<file path="src/rtl/mv_stream_driver_if.sv">
// Handshake and multiplier-bus bundle for the matrix-vector stream driver.
// The master side is the driver; the slave side is the source, the result consumer and the multiplier.
interface mv_stream_driver_if;
    logic [5:0] in_vec;
    logic       in_valid;
    logic       in_ready;
    logic [7:0] bus_out;
    logic [7:0] bus_in;
    logic [7:0] res_data;
    logic       res_valid;
    logic       res_ready;

    modport master (
        input  in_vec, in_valid, res_ready, bus_in,
        output in_ready, bus_out, res_data, res_valid
    );

    modport slave (
        output in_vec, in_valid, res_ready, bus_in,
        input  in_ready, bus_out, res_data, res_valid
    );
endinterface

</file>
<file path="src/rtl/mv_stream_driver.sv">
// Toggle-strobed vector transmitter: launches a 6-bit vector onto the multiplier bus,
// waits a fixed settle time, then captures the 8-bit result and returns it over valid/ready.
module mv_stream_driver #(
    parameter int SETTLE_CYCLES = 3,
    parameter int PRIME_CYCLES  = 2
) (
    input  logic                 clk,
    input  logic                 rst,
    mv_stream_driver_if.master   stream,
    output logic                 busy,
    output logic [7:0]           txn_count
);

    typedef enum logic [1:0] {
        PRIME = 2'd0,
        IDLE  = 2'd1,
        WAIT  = 2'd2,
        HOLD  = 2'd3
    } state_t;

    localparam int CNT_MAX = (SETTLE_CYCLES > PRIME_CYCLES) ? SETTLE_CYCLES : PRIME_CYCLES;
    localparam int CW      = (CNT_MAX < 2) ? 1 : $clog2(CNT_MAX + 1);

    state_t        state, state_next;
    logic [CW-1:0] cnt;
    logic          launch, capture, done;

    // NOTE: every clocked assignment is non-blocking so all registers update from pre-edge values.
    always_ff @(posedge clk) begin
        if (rst) state <= PRIME;
        else     state <= state_next;
    end

    // NOTE: each always_comb output gets a default first so no path leaves it unassigned (no latch).
    always_comb begin
        state_next = state;
        launch     = 1'b0;
        capture    = 1'b0;
        done       = 1'b0;
        unique case (state)
            PRIME: if (cnt == CW'(PRIME_CYCLES - 1)) state_next = IDLE;
            IDLE: begin
                if (stream.in_valid) begin
                    launch     = 1'b1;
                    state_next = WAIT;
                end
            end
            WAIT: begin
                if (cnt == CW'(SETTLE_CYCLES - 1)) begin
                    capture    = 1'b1;
                    state_next = HOLD;
                end
            end
            HOLD: begin
                // res_valid is always set in HOLD, so res_ready alone completes the handshake.
                if (stream.res_ready) begin
                    done       = 1'b1;
                    state_next = IDLE;
                end
            end
            default: state_next = PRIME;
        endcase
    end

    always_comb begin
        stream.in_ready = (state == IDLE);
        busy            = (state != IDLE);
    end

    always_ff @(posedge clk) begin
        if (rst) begin
            cnt              <= '0;
            stream.bus_out   <= 8'h00;
            stream.res_data  <= 8'h00;
            stream.res_valid <= 1'b0;
            txn_count        <= 8'h00;
        end else begin
            if (state == PRIME || state == WAIT) cnt <= cnt + CW'(1);
            if (launch) begin
                cnt            <= '0;
                // Bit 1 stays 0; bit 0 flips so the multiplier sees a fresh strobe even for a repeated vector.
                stream.bus_out <= {stream.in_vec, 1'b0, ~stream.bus_out[0]};
            end
            if (capture) begin
                stream.res_data  <= stream.bus_in;
                stream.res_valid <= 1'b1;
            end
            if (done) begin
                stream.res_valid <= 1'b0;
                txn_count        <= txn_count + 8'd1;
            end
        end
    end

endmodule
</file>
<file path="src/flat_wrapper.sv">
// flat-port wrapper written by rule: the top's interface ports become plain ports
module mv_stream_driver_flat 
#(
    parameter int SETTLE_CYCLES = 3,
    parameter int PRIME_CYCLES  = 2
)
  (clk, rst, busy, txn_count, stream_in_vec, stream_in_valid, stream_res_ready, stream_bus_in, stream_in_ready, stream_bus_out, stream_res_data, stream_res_valid);
  mv_stream_driver_if stream_i ();
  input  logic clk;
  input  logic rst;
  output logic busy;
  output logic [7:0] txn_count;
  input wire logic [$bits(stream_i.in_vec)-1:0] stream_in_vec;
  input wire logic [$bits(stream_i.in_valid)-1:0] stream_in_valid;
  input wire logic [$bits(stream_i.res_ready)-1:0] stream_res_ready;
  input wire logic [$bits(stream_i.bus_in)-1:0] stream_bus_in;
  output wire logic [$bits(stream_i.in_ready)-1:0] stream_in_ready;
  output wire logic [$bits(stream_i.bus_out)-1:0] stream_bus_out;
  output wire logic [$bits(stream_i.res_data)-1:0] stream_res_data;
  output wire logic [$bits(stream_i.res_valid)-1:0] stream_res_valid;
  assign stream_i.in_vec = stream_in_vec;
  assign stream_i.in_valid = stream_in_valid;
  assign stream_i.res_ready = stream_res_ready;
  assign stream_i.bus_in = stream_bus_in;
  assign stream_in_ready = stream_i.in_ready;
  assign stream_bus_out = stream_i.bus_out;
  assign stream_res_data = stream_i.res_data;
  assign stream_res_valid = stream_i.res_valid;
  mv_stream_driver #(.SETTLE_CYCLES(SETTLE_CYCLES), .PRIME_CYCLES(PRIME_CYCLES)) u_core (.clk(clk), .rst(rst), .stream(stream_i), .busy(busy), .txn_count(txn_count));
endmodule
</file>
<file path="config.mk">
export PLATFORM = sky130hd
export DESIGN_NAME = mv_stream_driver_flat
export DESIGN_NICKNAME = d
export VERILOG_FILES = /design/src/rtl/mv_stream_driver_if.sv /design/src/rtl/mv_stream_driver.sv /design/src/flat_wrapper.sv
export SDC_FILE = /design/constraint.sdc
export NUM_CORES = 1
export LEC_CHECK = 0
export BUFFER_PORTS_ARGS = -buffer_cell sky130_fd_sc_hd__buf_2
export CAP_MARGIN = 20
export CELL_PAD_IN_SITES_DETAIL_PLACEMENT = 0
export CELL_PAD_IN_SITES_GLOBAL_PLACEMENT = 1
export CORE_MARGIN = 2
export CORE_UTILIZATION = 30
export DETAILED_ROUTE_END_ITERATION = 12
export MAX_ROUTING_LAYER = met4
export PLACE_DENSITY_LB_ADDON = 0.12
export SETUP_SLACK_MARGIN = 0.15
export SLEW_MARGIN = 5
export SYNTH_ARGS = -nofsm -noshare
export SYNTH_HDL_FRONTEND = slang
export SYNTH_SLANG_ARGS = --single-unit
</file>
<file path="constraint.sdc">
create_clock -name clk -period 5.4 [get_ports clk]
set_clock_uncertainty 0.15 [all_clocks]
set_input_delay 0.27 -clock clk [delete_from_list [all_inputs] [get_ports clk]]
set_output_delay 0.27 -clock clk [all_outputs]
set_load 0.005 [all_outputs]
</file>
Word-level counts from Yosys, hierarchy flattened. Index checks and enable logic that the tools add are counted.

Register bits after elaboration: 28. Output and inout port bits: 27. Logic and storage cells: 35.

Add/sub/neg operators: 2. Equality and inequality tests: 10. Multiplexer cells: 11. Bitwise logic cells: 1. Reductions and logical operators: 5.

Operators by type and width (number): adder 8 x 1 -> 8 bit (second input constant) (1); two-way mux 2 bit (4); one-hot mux 2 bit (4 select lines) (1); equality test 2 bit (second input constant) (3); two-way mux 1 bit (6); != test 2 x 1 -> 1 bit (second input constant) (3); equality test 2 x 1 -> 1 bit (second input constant) (2); != test 2 bit (second input constant) (2); AND reduction 4 bit (1); OR reduction 2 bit (2); adder 2 x 1 -> 2 bit (second input constant) (1); zero test 2 bit (1); logical OR 1 bit (1); inverter 1 bit (1).

Logic depth before layout (Yosys ltp). Gate-level depths: netlist (run 1).

Word-level depth: 3. Mapped depth: 6. Mapped depth without buffers: 6.

Worst setup path after synthesis (run 1). OpenSTA, ideal clock, no wires.

Kind: reg-to-reg. Start: register u_core.state[0]. End: register u_core.state[1]. Arrival time: 1417 ps. Required time: 5122 ps. Slack: 3705 ps. Cell stages (with the launch flop): 7. Path buffers: 0. Period minus slack after synthesis: 1695 ps. Cells stage by stage: dfxtp_1 -> inv_1 -> ha_1 -> nor2b_4 -> a2111oi_4 -> mux2i_1 -> nor2_1.

Longest elaborated chain between the ends: 3. Elaborated cells between the ends (all ways): 10. Classes of those cells: eq/ne: 7; mux: 1; reduce/logical: 2.

Ends and longest elaborated chain: start, declared (RTL line mv_stream_driver.sv:24) `state_t state, state_next;`; start signal, assigned (RTL line mv_stream_driver.sv:31) `else state <= state_next;`; equality test 2 bit (tied with other cells) (RTL line mv_stream_driver.sv:40) `unique case (state)`; != test 2 x 1 -> 1 bit (no line) / != test 2 bit (equally long branches); AND reduction 4 bit (no line).

Parallel ways exist; a longest one is shown, timed or not. A chain may end at the register's enable or synchronous reset.

Worst setup path in the final report (run 1). Same ends and word-level chain as after synthesis.

==> impl_metrics.json, run 1 <==
{
  "coreArea_um2": 3970,
  "synthArstFlopShare": 0,
  "wirelength_um": 2690,
  "required_ns": 5.41,
  "numCtsBuffers": 3,
  "synth_top_area_share": 0.455,
  "clk_path_buf_depth": 2,
  "synthXorXnorAreaFrac": 0.0497,
  "drt.antenna.violating_nets": 0,
  "clock_sinks": 28,
  "start_util": 0.310,
  "synth_compound_area_frac": 0.119,
  "drt_iter0_drc": 23,
  "fillCellCount": 434,
  "gp_congestion": 0.657,
  "instances_no_fill": 230,
  "area_growth_pct": 25.0,
  "synth_edf_count": 0,
  "hold_viol": 0,
  "period_share": 0.349,
  "setup_viol_count_final": 0,
  "fin_crit_ns": 1.88,
  "syn-num-nets": 168,
  "tns_ns": 0,
  "fp.dieArea_um2": 4640,
  "cts_hold_buf": 0,
  "clock.fmax_mhz": 531,
  "worstSetupEndpointType": "register",
  "io_pins": 45,
  "synth_area_leader_cell": "dfxtp_1",
  "grt_pass1_wl_um": 4260,
  "outcome": "finished clean",
  "cts_tree": "done",
  "drc": 0,
  "cp_cell_sequence": "inv_1 -> ha_1 -> a2111oi_4 -> mux2i_1 -> nor2_1",
  "ys_types": 27,
  "cts.htree.levels": 1,
  "leakage_nw": 0.674,
  "hold_slack_ns": 0.0789,
  "slowest_delay_ns": 0.43,
  "slowest_stage": "dfxtp_1",
  "min_path_type": "in2reg",
  "row_count": 23,
  "yosys_warnings": 0,
  "cp-start-kind": "register",
  "yosys-top-cells-area": "dfxtp_1 (45%), ha_1 (8.1%), a21oi_1 (6.9%), nand3_1 (6.1%), nand2_1 (5.8%)",
  "fin_nets": 207,
  "vias": 1054,
  "max-cap-violations": 0,
  "syn_area_um2": 1230,
  "clkLatencyLatePin_ns": 0.27,
  "peakVddDrop_uv": 133,
  "antenna_cells": 0,
  "ys.flop_type": "dfxtp_1",
  "critical_path_arrival_ns": 1.89,
  "grt_pass1_vias": 921,
  "post-dp-hpwl_um": 2010,
  "drive_above_1_share": 0.283,
  "grt-ovfl-total": 0,
  "relSlewSlack": 0.658,
  "synth_top_family_by_area": "simple AND/OR/NAND/NOR gates",
  "crit_type": "reg2reg",
  "globalRouteTotalUtil": 0.125,
  "port_buffers": 43,
  "maxSlewViolCount": 0,
  "clkTransAtPathRegs_ns": 0.10,
  "power_density_nw_per_um2": 395,
  "drt-pass1-iter-count": 4,
  "synth-seq-area-share": 0.455,
  "synth_fa_ha_area_frac": 0.0812,
  "regArea_um2": 561,
  "tightest_slew_ns": 0.513,
  "vias_per_cell": 4.58,
  "cts_setup_buffers": 0,
  "cts-resized-gates": 0,
  "root_buffer": "clkbuf_8",
  "synthCells": 142,
  "multi_input_area_um2": 608,
  "antenna_found_initial": 0,
  "placedCellCount": 226,
  "die_h_um": 68.1,
  "synth-simple-area-share": 0.224,
  "wl_per_cell_um": 11.7,
  "die_width_um": 68.1,
  "ys_seq_elements": 28,
  "syn_area_per_cell_um2": 8.68,
  "synth.most_common_cell": "dfxtp_1",
  "yosys-top-cells-count": "dfxtp_1 (28), nand2_1 (19), a21oi_1 (17)",
  "grt_start_max_net_pins": 28,
  "synth.area.mux_share": 0.0162,
  "rsz0062_at_grt": "no",
  "path_max_fanout": 15
}
==> worst paths after layout <==
kind / from / endpoint / slack (ns) / cells after the start
worst min-delay path: stream_bus_in[2] / u_core.stream.res_data[2] / 0.08 / 3
worst max register to register: u_core.state[0] / u_core.state[1] / 3.52 / 5
worst max-delay path: u_core.state[0] / u_core.state[1] / 3.52 / 5
worst min register to register: u_core.stream.bus_out[3] / u_core.stream.bus_out[3] / 0.30 / 2
==> report_power, final <==
part           internal [W]  total [W]  leakage, nW  switching [W]
combinational     0.0000895   0.000192        0.412       0.000102
sequential         0.000230   0.000249        0.227      0.0000183
clock             0.0000993   0.000168       0.0357      0.0000686
total              0.000419   0.000608        0.674       0.000189
==> through the flow <==
stage                     worst slack [ns]  power [W]  instance area [um^2]  utilization
after floorplan                       3.71   0.000399                  1230            -
after global placement                3.58   0.000441                  1470        0.370
after detailed placement              3.51   0.000449                  1470        0.370
after CTS                             3.49   0.000617                  1540        0.388
after global routing                  3.37   0.000651                  1540        0.388
final                                 3.52   0.000608                  1540        0.388
==> cells in the final DEF (no fill, tap or decap), types with 2 or more instances in the layout <==
master / count
a21oi_1: 17
and3_1: 2
buf_2: 43
clkbuf_8: 3
dfxtp_1: 28
ha_1: 8
inv_1: 6
mux2i_1: 2
nand2_1: 19
nand3_1: 15
nand4_1: 3
nor2_1: 10
nor2b_1: 2
nor3_1: 3
o21ai_0: 3
xnor2_1: 3
xor2_1: 4
==> area by class of cell <==
| type | instances | area share |
|---|---|---|
| Clock buffer | 3 | 0.0268 |
| Clock inverter | 1 | 0.0195 |
| Inverter | 6 | 0.0146 |
| Multi-Input combinational cell | 99 | 0.395 |
| Sequential cell | 28 | 0.364 |
| Tap cell | 50 | 0.0406 |
| Timing Repair Buffer | 43 | 0.140 |
==> worst max-delay path: cells and delay by family (launching register included) <==
kind | cells | cell delay, ns
buffers and inverters | 1 | 0.09
AOI/OAI and AO/OA | 1 | 0.42
muxes | 1 | 0.24
and+or+nand+nor | 1 | 0.05
DFF | 1 | 0.43
adders and majority gates | 1 | 0.39
==> kinds of logic after synthesis <==
family,count (synthesis)
simple gates,58
flops,28
compound gates,23
buf+inv,15
fa+ha+maj,8
xor+xnor,7
mux,2
other cells,1
==> registers in the layout, indices dropped and copies added, names as in the netlist <==
signal and flops:
u_core.stream.bus_out 7, u_core.stream.res_data 8, u_core.txn_count 8, u_core.state 2
u_core.cnt 2, u_core.stream.res_valid 1
==> routing by layer <==
layer | track usage | wire [um] | vias up | share of wire
met5 | - | 0 | - | 0
met4 | 0.0450 | 17 | 0 | 0.0063
met3 | 0.0214 | 173 | 2 | 0.064
met2 | 0.201 | 1200 | 26 | 0.45
met1 | 0.157 | 1300 | 478 | 0.48
li1 | - | - | 548 | -
No activity file was read; power rests on OpenSTA's default activity.
==> run 2: changes to the inputs <==
==> constraint.sdc (replaced) <==
create_clock -name clk -period 1.9 [get_ports clk]
set_clock_uncertainty 0.15 [all_clocks]
set_input_delay 0.095 -clock clk [delete_from_list [all_inputs] [get_ports clk]]
set_output_delay 0.095 -clock clk [all_outputs]
set_load 0.005 [all_outputs]
==> run 2 against run 1 <==
Effect of this change: power rose to 2.8 times the previous value; die area unchanged; clock-buffer cell count is 1 higher; sequential power rose to 2.9 times the previous value; final area increased by 11%; register-to-register slack got worse by 3.3 ns; hold slack worse by 0.051 ns; maximum frequency up 12%; non-clock buffer count grew 18; routed wire length increased by 7.3%; critical endpoint is now u_core.state[0]; largest cell class unchanged.
==> impl_metrics.json, run 2 (same netlist as run 1, synthesis figures left out) <==
{
  "wl_per_cell_um": 11.6,
  "whs_path_depth": 3,
  "final_cell_mix": "buf_2 (43), dfxtp_1 (26), nand2_1 (19)",
  "antenna_cells": 0,
  "critical_path_arrival_ns": 1.71,
  "cp-start-kind": "register",
  "port_buffers": 43,
  "final_common_cell": "buf_2",
  "cts.htree.levels": 1,
  "met2WireLength_um": 1420,
  "antenna_found_initial": 0,
  "fillCellCount": 406,
  "tns_ns": 0,
  "coreArea_um2": 3970,
  "min_path_type": "in2reg",
  "fin_crit_ns": 1.68,
  "relSlewSlack": 0.666,
  "maxSlewViolCount": 0,
  "multi_input_area_um2": 623,
  "r2r-end": "u_core.state[0]",
  "hold_slack_ns": 0.0276,
  "clock.fmax_mhz": 594,
  "whs_endpoint": "u_core.stream.bus_out[5]",
  "gp_congestion": 0.678,
  "post-dp-hpwl_um": 2090,
  "root_buffer": "clkbuf_8",
  "required_ns": 1.92,
  "numCtsBuffers": 3,
  "outcome": "finished clean",
  "drt.antenna.violating_nets": 0,
  "hp-start": "stream_in_valid",
  "r2r_slack_ns": 0.22,
  "power_density_nw_per_um2": 1010,
  "top_regs": "u_core.stream.res_data (8), u_core.txn_count (8), u_core.stream.bus_out (7)",
  "tightest_slew_ns": 0.500,
  "fp.dieArea_um2": 4640,
  "r2r_start": "u_core.state[0]",
  "worstRegToRegCells": 6,
  "cts_tree": "done",
  "regArea_um2": 568,
  "worstSetupEndpointType": "register",
  "leakage_nw": 0.747,
  "wirelength_um": 2890,
  "vias_per_cell": 4.65,
  "path_max_fanout": 5,
  "clkTransAtPathRegs_ns": 0.09,
  "period_share": 0.886,
  "area_growth_pct": 39.3,
  "crit_type": "reg2reg",
  "wl_met3_um": 151,
  "drt-pass1-iter-count": 4,
  "fin_nets": 225,
  "clock_sinks": 28,
  "clk_path_buf_depth": 2,
  "globalRouteTotalUtil": 0.130,
  "rsz0062_at_grt": "no",
  "drt_iter0_drc": 33,
  "io_pins": 45,
  "met1_length_um": 1300,
  "grt_start_max_net_pins": 28,
  "grt_pass1_vias": 1049,
  "start_util": 0.310,
  "grt-ovfl-total": 0,
  "drc": 0,
  "grt_pass1_wl_um": 4460,
  "clkLatencyLatePin_ns": 0.27,
  "max-cap-violations": 0,
  "die_width_um": 68.1,
  "setup_viol_count_final": 0,
  "peakVddDrop_uv": 307,
  "hold_viol": 0,
  "top_layer": "met4",
  "vias": 1152,
  "drive_above_1_share": 0.308,
  "row_count": 23,
  "die_h_um": 68.1
}
run 2: cell types whose count changed in the layout (fill, tap and decap cells not counted), moves of 2 or more:
| cell | delta |
|---|---|
| inv_2 | +2 |
| dlygate4sd3_1 | +14 |
| ha_1 | -2 |
| dfxtp_1 | -2 |
| inv_1 | -2 |
| buf_4 | +4 |
| dfxtp_4 | +2 |
run 2: routing by layer:
| metal | GRT usage | vias up |
|---|---|---|
| met3 | 0.0247 | 2 |
| met1 | 0.162 | 543 |
| met2 | 0.206 | 26 |
| li1 | - | 581 |
| met4 | 0.0550 | 0 |
| met5 | - | - |
run 2: how the worst max path moves through the flow:
stage / from / endpoint / slack, ns / depth (start not counted)
floorplan: u_core.state[0] / u_core.state[1] / 0.21 / 6
finish: u_core.state[0] / u_core.state[0] / 0.22 / 6
global route: u_core.state[0] / u_core.state[1] / 0.15 / 6
detailed placement: u_core.state[0] / u_core.state[1] / 0.08 / 6
CTS: u_core.state[1] / u_core.state[0] / 0.17 / 6
global placement: u_core.state[0] / u_core.state[1] / 0.14 / 6
run 2: power breakdown:
part           switching (W)  internal (W)  leakage [nW]
combinational       0.000320      0.000328         0.490
clock               0.000177      0.000185        0.0288
sequential         0.0000569      0.000666         0.228
total               0.000553       0.00118         0.747
run 2: repair_timing:
item | 4_1_cts | 5_1_grt
resized for setup | 2 | 7
setup endpoints to repair | 2 | 10
hold buffers | 14 | 0
hold endpoints to repair | 14 | 0
pin swaps | 1 | 1
buffers inserted | 0 | 1
run 2: through the flow:
step / total power [W] / area (um^2) / worst slack, ns / util / std cells
3_5_place_dp: 0.00131 / 1490 / 0.0796 / 0.376 / 229
4_1_cts: 0.00170 / 1690 / 0.175 / 0.425 / 247
5_1_grt: 0.00187 / 1720 / 0.145 / 0.432 / 248
3_3_place_gp: 0.00129 / 1490 / 0.137 / 0.376 / 229
2_1_floorplan: 0.00113 / 1230 / 0.205 / - / 142
6_report: 0.00173 / 1720 / 0.217 / 0.432 / 248
run 2: area by class of cell:
class	instances	share of cell area
Multi-Input combinational cell	99	0.363
Sequential cell	28	0.331
Timing Repair Buffer	61	0.224
Tap cell	50	0.0364
Clock buffer	4	0.0321
Inverter	6	0.0131
run 2: worst max-delay path, cell delays in order, from the launching register on:
cell and delay, ns:
dfxtp_4 0.39, inv_2 0.06, ha_4 0.16, nor2b_4 0.13
a2111oi_4 0.39, nor2_1 0.08, a211oi_1 0.24
==> run 3: changes to the inputs <==
--- a/config.mk
+++ b/config.mk
@@ -10,7 +10,7 @@
 export CELL_PAD_IN_SITES_DETAIL_PLACEMENT = 0
 export CELL_PAD_IN_SITES_GLOBAL_PLACEMENT = 1
 export CORE_MARGIN = 2
-export CORE_UTILIZATION = 30
+export CORE_UTILIZATION = 34
 export DETAILED_ROUTE_END_ITERATION = 12
 export MAX_ROUTING_LAYER = met4
 export PLACE_DENSITY_LB_ADDON = 0.12
==> constraint.sdc (replaced) <==
create_clock -name clk -period 1.8 [get_ports clk]
set_clock_uncertainty 0.15 [all_clocks]
set_input_delay 0.09 -clock clk [delete_from_list [all_inputs] [get_ports clk]]
set_output_delay 0.09 -clock clk [all_outputs]
set_load 0.005 [all_outputs]
==> run 3 against run 2 <==
Effect of this change: worst setup slack lost 0.085 ns; first-iteration DRC count rose by 85%; largest power group is now combinational logic; cell count increased by 1.2%; sequential share of layout area fell by 1.6 points; final area is 4.7% higher; sequential cell count unchanged; utilization grew 9.4 points; non-clock buffer count up 7; global-route usage grew 3.2 points.
==> impl_metrics.json, run 3 (same netlist as run 1, synthesis figures left out) <==
{
  "wl_per_cell_um": 12.0,
  "clock_sinks": 28,
  "row_count": 21,
  "drc": 0,
  "drt-pass1-iter-count": 4,
  "root_buffer": "clkbuf_4",
  "globalRouteTotalUtil": 0.162,
  "design_area_um2": 1800,
  "tns_ns": 0,
  "fillCellCount": 335,
  "place_ws_ns": 0.0884,
  "outcome": "finished clean",
  "drt.antenna.violating_nets": 0,
  "antenna_cells": 0,
  "critical_path_arrival_ns": 1.75,
  "numCtsBuffers": 3,
  "regArea_um2": 566,
  "post-dp-hpwl_um": 2070,
  "port_buffers": 43,
  "min_path_type": "in2reg",
  "vias": 1178,
  "coreArea_um2": 3420,
  "die_h_um": 64.2,
  "setup_ws_ns": 0.133,
  "fin_nets": 232,
  "top_regs": "u_core.stream.res_data (8), u_core.txn_count (8), u_core.stream.bus_out (7)",
  "startpoint": "u_core.state[1]",
  "rsz0062_at_grt": "yes",
  "path_max_fanout": 3,
  "crit_type": "reg2reg",
  "fp.dieArea_um2": 4120,
  "wirelength_um": 3010,
  "p_seq_frac": 0.393,
  "vias_per_cell": 4.69,
  "p_sw_frac": 0.339,
  "r2r_slack_ns": 0.13,
  "cts_tree": "done",
  "drt_iter0_drc": 61,
  "power.switching_w": 0.000655,
  "grt_pass1_wl_um": 5220,
  "clock.fmax_mhz": 600,
  "cp-start-kind": "register",
  "area_growth_pct": 45.9,
  "die_width_um": 64.2,
  "maxSlewViolCount": 0,
  "multi_input_area_um2": 663,
  "worstSetupEndpointType": "register",
  "setup_viol_count_final": 0,
  "final_common_cell": "buf_2",
  "combinationalPowerShare": 0.446,
  "io_pins": 45,
  "grt-ovfl-total": 0,
  "power.internal_w": 0.00128,
  "p_clk_frac": 0.161,
  "required_ns": 1.88,
  "fin_crit_ns": 1.67,
  "worstRegToRegCells": 6,
  "antenna_found_initial": 0,
  "placed_area_um2": 1500,
  "power_density_nw_per_um2": 1080,
  "peakVddDrop_uv": 860,
  "grt_start_max_net_pins": 18,
  "clkLatencyLatePin_ns": 0.33,
  "hold_viol": 0,
  "r2r-end": "u_core.state[1]",
  "max-cap-violations": 0,
  "r2r_start": "u_core.state[1]",
  "clk_path_buf_depth": 2,
  "period_share": 0.926,
  "cts.htree.levels": 1,
  "final_cell_mix": "buf_2 (43), dfxtp_1 (26), nand2_1 (18)",
  "crit_end": "u_core.state[1]",
  "start_util": 0.361,
  "clkTransAtPathRegs_ns": 0.15,
  "gp_congestion": 0.761,
  "drive_above_1_share": 0.346,
  "leakage_nw": 0.776,
  "grt_pass1_vias": 1194
}
[run 3: layer usage]
layer,vias to the layer above,global-route usage,routed length (um)
li1,602,-,-
met1,543,0.195,1390
met2,29,0.283,1460
met3,4,0.0229,127
met4,0,0.0479,31
met5,-,-,0
[run 3: how the worst min path moves through the flow]
stage / depth (start not counted) / start / end / slack [ns]
final: 4 / stream_res_ready / u_core.txn_count[3] / 0.08
after detailed placement: 3 / stream_bus_in[2] / u_core.stream.res_data[2] / 0.20
after global routing: 4 / stream_res_ready / u_core.txn_count[3] / 0.08
after global placement: 3 / stream_bus_in[0] / u_core.stream.res_data[0] / 0.19
after CTS: 4 / stream_res_ready / u_core.txn_count[3] / 0.06
after floorplan: 2 / stream_in_vec[0] / u_core.stream.bus_out[2] / 0.09
[run 3: area by class of cell]
| cell class | count | area share |
|---|---|---|
| tap | 46 | 0.0320 |
| clock buffer | 4 | 0.0202 |
| sequential | 28 | 0.315 |
| multi-input combinational | 99 | 0.369 |
| inverter | 6 | 0.0139 |
| timing repair buffer | 68 | 0.251 |
[run 3: power groups by stage]
stage | logic, W | registers [W] | clock network, W
finish | 0.000863 | 0.000760 | 0.000311
global route | 0.000953 | 0.000769 | 0.000361
CTS | 0.000824 | 0.000748 | 0.000332
detailed placement | 0.000624 | 0.000764 | 0
global placement | 0.000591 | 0.000757 | 0
floorplan | 0.000433 | 0.000757 | 0
[run 3: worst max-delay path: stages, from the launching register on]
cell and delay [ns]:
dfxtp_4 0.39, buf_6 0.12, ha_4 0.15, nor2b_4 0.12, a2111oi_4 0.35, mux2i_1 0.24
nor2_1 0.05
[run 3: what timing repair did]
action | CTS | global route
pin swaps | 1 | 1
hold buffers | 16 | 0
setup buffers | 5 | 0
endpoints found under the setup margin | 4 | 4
endpoints found under the hold margin | 17 | 0
gates resized for setup | 12 | 6
[run 3: per-stage QoR]
| stage | util | std cells | total power, W | hold WS (ns) |
|---|---|---|---|---|
| final | 0.526 | 251 | 0.00193 | 0.0763 |
| after global routing | 0.526 | 251 | 0.00208 | 0.0828 |
| after CTS | 0.519 | 251 | 0.00190 | 0.0612 |
| after detailed placement | 0.438 | 226 | 0.00139 | 0.202 |
| after global placement | 0.438 | 226 | 0.00135 | 0.193 |
| after floorplan | - | 142 | 0.00119 | 0.0875 |
